## src/rtl/serial_parity_transmitter_if.sv

```systemverilog
// Word handshake and serial line bundle for the parity transmitter.
// Master supplies words; slave is the transmitter.
interface serial_parity_transmitter_if #(
  parameter int width = 8
);
  logic [width-1:0] i_data;
  logic             i_valid;
  logic             o_ready;
  logic             o_tx;
  logic             o_busy;

  modport master (
    output i_data,
    output i_valid,
    input  o_ready,
    input  o_tx,
    input  o_busy
  );

  modport slave (
    input  i_data,
    input  i_valid,
    output o_ready,
    output o_tx,
    output o_busy
  );
endinterface

```

## src/rtl/serial_parity_transmitter.sv

```systemverilog
// UART-style frame transmitter: start, data LSB first, even parity, stop.
// Line level is registered so o_tx never glitches.
module serial_parity_transmitter #(
  parameter int width          = 8,
  parameter int clocks_per_bit = 16,
  parameter int stop_bits      = 1
) (
  input logic clk,
  input logic rst,
  serial_parity_transmitter_if.slave bus
);

  localparam int CW = (clocks_per_bit > 1) ?
                      $clog2(clocks_per_bit) : 1;
  localparam int BW = $clog2(width + 1);

  localparam logic [CW-1:0] CYC_LAST  = CW'(clocks_per_bit - 1);
  localparam logic [BW-1:0] BIT_LAST  = BW'(width - 1);
  localparam logic [BW-1:0] STOP_LAST = BW'(stop_bits - 1);

  typedef enum logic [2:0] {
    IDLE,
    START,
    DATA,
    PARITY,
    STOP
  } state_t;

  state_t           state;
  logic [CW-1:0]    cyc;
  logic [BW-1:0]    bitn;
  logic [width-1:0] shreg;
  logic [width-1:0] shnext;
  logic             par;
  logic             tx;
  logic             bit_end;

  assign bit_end = (cyc == CYC_LAST);
  assign shnext  = shreg >> 1;

  always_ff @(posedge clk or posedge rst) begin
    if (rst) begin
      state <= IDLE;
      cyc   <= '0;
      bitn  <= '0;
      shreg <= '0;
      par   <= 1'b0;
      tx    <= 1'b1;
    end else begin
      unique case (state)
        IDLE: begin
          tx <= 1'b1;
          if (bus.i_valid) begin
            shreg <= bus.i_data;
            par   <= ^bus.i_data;
            cyc   <= '0;
            bitn  <= '0;
            state <= START;
            tx    <= 1'b0;
          end
        end
        START: begin
          if (bit_end) begin
            cyc   <= '0;
            state <= DATA;
            tx    <= shreg[0];
          end else begin
            cyc <= cyc + CW'(1);
          end
        end
        DATA: begin
          if (bit_end) begin
            cyc <= '0;
            if (bitn == BIT_LAST) begin
              state <= PARITY;
              tx    <= par;
            end else begin
              bitn  <= bitn + BW'(1);
              shreg <= shnext;
              tx    <= shnext[0];
            end
          end else begin
            cyc <= cyc + CW'(1);
          end
        end
        PARITY: begin
          if (bit_end) begin
            cyc   <= '0;
            bitn  <= '0;
            state <= STOP;
            tx    <= 1'b1;
          end else begin
            cyc <= cyc + CW'(1);
          end
        end
        STOP: begin
          tx <= 1'b1;
          if (bit_end) begin
            cyc <= '0;
            // bit counter is reused to count stop bits
            if (bitn == STOP_LAST) begin
              bitn  <= '0;
              state <= IDLE;
            end else begin
              bitn <= bitn + BW'(1);
            end
          end else begin
            cyc <= cyc + CW'(1);
          end
        end
        default: begin
          state <= IDLE;
          tx    <= 1'b1;
        end
      endcase
    end
  end

  assign bus.o_ready = (state == IDLE);
  assign bus.o_busy  = (state != IDLE);
  assign bus.o_tx    = tx;

endmodule
```

## src/flat_wrapper.sv

```systemverilog
// flat-port wrapper written by rule: the top's interface ports become plain ports
module serial_parity_transmitter_flat 
#(
  parameter int width          = 8,
  parameter int clocks_per_bit = 16,
  parameter int stop_bits      = 1
)
  (clk, rst, bus_i_data, bus_i_valid, bus_o_ready, bus_o_tx, bus_o_busy);
  serial_parity_transmitter_if #(.width(width)) bus_i ();
  input logic clk;
  input logic rst;
  input wire logic [$bits(bus_i.i_data)-1:0] bus_i_data;
  input wire logic [$bits(bus_i.i_valid)-1:0] bus_i_valid;
  output wire logic [$bits(bus_i.o_ready)-1:0] bus_o_ready;
  output wire logic [$bits(bus_i.o_tx)-1:0] bus_o_tx;
  output wire logic [$bits(bus_i.o_busy)-1:0] bus_o_busy;
  assign bus_i.i_data = bus_i_data;
  assign bus_i.i_valid = bus_i_valid;
  assign bus_o_ready = bus_i.o_ready;
  assign bus_o_tx = bus_i.o_tx;
  assign bus_o_busy = bus_i.o_busy;
  serial_parity_transmitter #(.width(width), .clocks_per_bit(clocks_per_bit), .stop_bits(stop_bits)) u_core (.clk(clk), .rst(rst), .bus(bus_i));
endmodule
```

## config.mk

```make
export PLATFORM = sky130hd
export DESIGN_NAME = serial_parity_transmitter_flat
export DESIGN_NICKNAME = d
export VERILOG_FILES = /design/src/rtl/serial_parity_transmitter_if.sv /design/src/rtl/serial_parity_transmitter.sv /design/src/flat_wrapper.sv
export SDC_FILE = /design/constraint.sdc
export NUM_CORES = 1
export LEC_CHECK = 0
export ABC_AREA = 1
export CORE_MARGIN = 3
export CORE_UTILIZATION = 50
export CTS_BUF_LIST = sky130_fd_sc_hd__clkbuf_8
export DETAILED_ROUTE_END_ITERATION = 10
export PLACE_DENSITY = 0.74
export SLEW_MARGIN = 20
export SYNTH_ARGS = -nofsm -noshare
export SYNTH_HDL_FRONTEND = slang
export SYNTH_SLANG_ARGS = --single-unit
```

## constraint.sdc

```tcl
create_clock -name clk -period 1.38 [get_ports clk]
set_input_delay 0.276 -clock clk [delete_from_list [all_inputs] [get_ports clk]]
set_output_delay 0.276 -clock clk [all_outputs]
set_load 0.02 [all_outputs]
```

==> impl_metrics.yaml <==
status:
  run_status: "finished, violations left"
  violations: "negative setup slack"
power:
  irDropWorstVdd_uv: 552
  total_power_mw: 1.15
  p_leak_nw: 1.08
  powerDensity_mw_per_mm2: 549
synth:
  syn-num-nets: 232
  ys_ff_latch: 21
  syn_area_mm2: 0.00152
  synthCells: 218
  synth_warnings: 0
  postSynthAreaPerCell_um2: 6.97
  synthDistinctLibCells: 27
  ys_seq_area_share_pct: 34.7
global_routing:
  antenna_found_initial: 0
  grt_usage_pct: 20.7
  grt_start_max_net_pins: 22
  overflow: 0
  grt_pass1_vias: 1328
  grt_pass1_wl_mm: 5.67
floorplan:
  die_h_um: 61.1
  pin_count: 14
  fp.coreArea_mm2: 0.00283
  dieArea_mm2: 0.00374
  die_w_um: 61.1
  initial_core_util_pct: 53.7
  row_count: 19
setup_path:
  crit_slowest_cell: "dfrtp_2"
  crit_chain: "inv_6 -> buf_12 -> nand3_4 -> buf_12 -> or2_2 -> o21ai_0 -> o21ai_2"
  critPathRequiredTime_ns: 1.54
  critical_path_class: "reg2reg"
  cp-start-kind: "flop"
  cp.depth: 7
  cp-end-kind: "flop"
  critPathArrivalTime_ns: 1.62
  rr_worst_depth: 7
  cpPeakStageDelay_ns: 0.45
  crit_top_cell: "buf_12"
  path_delay_family: "flip-flops"
  crit_buf_inv: 3
  critical_path.max_fanout: 7
sta:
  fin_ws_ns: -0.0854
  relSlewSlack_pct: 79.5
  skew_ns: 0.00419
  grt_setup_unrepaired: "yes"
  hold_viol_final: 0
  period_needed_ns: 1.47
  fmax_ghz: 0.682
  setup_viol: 11
  finalCritPeriodShare_pct: 106
  final_max_slew_viol_count: 0
  tightest_slew_ns: 0.305
routing:
  routed_wl_mm: 3.75
  drt_iter0_drc: 67
  route.detailed.drc: 0
  vias_per_cell: 5.19
  antenna_left: 0
  num_vias: 1552
  drt_first_pass_iters: 4
  routedWlPerCell_um: 12.6
flow_run:
  drv_cap: 0
finish:
  drive_above_1_share_pct: 34.7
  layout_common_cells: "75 x nand2_1, 32 x buf_4, 19 x dfrtp_1"
  fill_cells: 234
  antennaDiodeCount: 0
  nets: 283
  layout_commonest_cell: "nand2_1"
  area_growth_pct: 38.5
clocking:
  ctsHoldBuffers: 0
  clkSinkCount: 21
  cts_tree: "built"
  cts_buffers: 3
  cts.reportedPaths.clkPinSlew_ns: 0.08
  cts_root_buffer: "clkbuf_8"
  htree_num_levels: 1
  clock_latency_ns: 0.26
  cts_max_path_buffers: 2
placement:
  gp_congestion: 0.837
  pre_cts_ws_ns: -0.140
  dp_hpwl_mm: 2.50
  io_buffers: 13
min_path:
  hold_path_class: "in2async"
[layer usage]
metal | wire length, µm | GRT usage, % | vias up | part of all wire (%)
met1 | 1600 | 27.0 | 687 | 43
met4 | 120 | 5.57 | 0 | 3.2
li1 | - | - | 792 | -
met5 | 0 | 0 | - | 0
met2 | 1870 | 35.2 | 57 | 50
met3 | 171 | 3.77 | 16 | 4.6
[worst paths after layout]
kind                       slack, ns                        start                           to
setup / recovery               -0.09  u_core.state[2]$_DFFE_PP0P_  u_core.shreg[6]$_DFFE_PP0P_
hold / removal                  0.34                          rst  u_core.shreg[7]$_DFFE_PP0P_
setup reg to reg               -0.09  u_core.state[2]$_DFFE_PP0P_  u_core.shreg[6]$_DFFE_PP0P_
hold reg to reg                 0.50  u_core.shreg[2]$_DFFE_PP0P_  u_core.shreg[2]$_DFFE_PP0P_
max in group asynchronous       0.76                          rst  u_core.bus.o_tx$_DFFE_PP1P_
min in group clk                0.50  u_core.shreg[2]$_DFFE_PP0P_  u_core.shreg[2]$_DFFE_PP0P_
[worst min-delay path, stage by stage]
cell and delay (ns):
clkdlybuf4s50_1 0.40, inv_1 0.05, buf_4 0.28
[flip-flops by register name, summed over array words and instances (netlist names)]
name             count
u_core.cyc           4
u_core.state         3
u_core.par           1
u_core.bitn          4
u_core.shreg         8
u_core.bus.o_tx      1
[metrics by stage]
| stage | hold WS [ns] | cells | setup TNS, ns | utilization, % | area, µm² |
|---|---|---|---|---|---|
| 2_1_floorplan | 0.252 | 218 | -0.00582 | - | 1540 |
| 3_3_place_gp | 0.461 | 290 | -1.57 | 68.1 | 1930 |
| 3_5_place_dp | 0.473 | 290 | -2.01 | 68.1 | 1930 |
| 4_1_cts | 0.355 | 297 | -0.699 | 71.6 | 2030 |
| 5_1_grt | 0.379 | 299 | -2.06 | 74.3 | 2100 |
| 6_report | 0.340 | 299 | -0.620 | 74.3 | 2100 |
[timing repair]
item                                    CTS  global route
gates cloned                              2             0
gates resized for setup                  20            18
endpoints found under the setup margin   21            23
pin swaps                                 1            12
buffers inserted                          1             2
[where the power goes]
part	internal, mW	leakage, nW	switching (mW)
Sequential	0.618	0.266	0.00237
Clock	0.202	0.0255	0.218
Combinational	0.0556	0.790	0.0578
[cell families after synthesis]
kind of cell               synth area share [%]
and+or+nand+nor                            42.4
buffers and inverters                      8.32
AOI/OAI and AO/OA                          10.4
DFF                                        34.7
xor gates and xnor gates                   1.73
adders and majority gates                  2.47
[Yosys cell counts, drive strengths merged]
| cell type | instances | area share (%) |
|---|---|---|
| dfrtp | 20 | 33 |
| nor2 | 20 | 7.2 |
| o21ai | 18 | 7.9 |
| xor2 | 1 | 0.58 |
| nand2 | 93 | 25 |
| inv | 23 | 6.0 |
| buf | 4 | 2.3 |
| ha | 3 | 2.5 |
| nor3 | 1 | 0.33 |
| xnor2 | 2 | 1.2 |
| or2 | 3 | 1.2 |
| a22o | 1 | 0.58 |
| a21oi | 5 | 1.9 |
| nand3 | 20 | 7.4 |
| dfstp | 1 | 1.7 |
| nand4 | 3 | 1.2 |
[layout make-up]
| cell class | instances | area, µm² | area share [%] |
|---|---|---|---|
| multi-input combinational | 172 | 975 | 46.3 |
| sequential | 21 | 528 | 25.1 |
| timing repair buffer | 48 | 419 | 19.9 |
| inverter | 23 | 96.3 | 4.58 |
| clock buffer | 3 | 41.3 | 1.96 |
| tap | 31 | 38.8 | 1.84 |
| clock inverter | 1 | 5.00 | 0.238 |
Power figures use the tool's default switching activity.
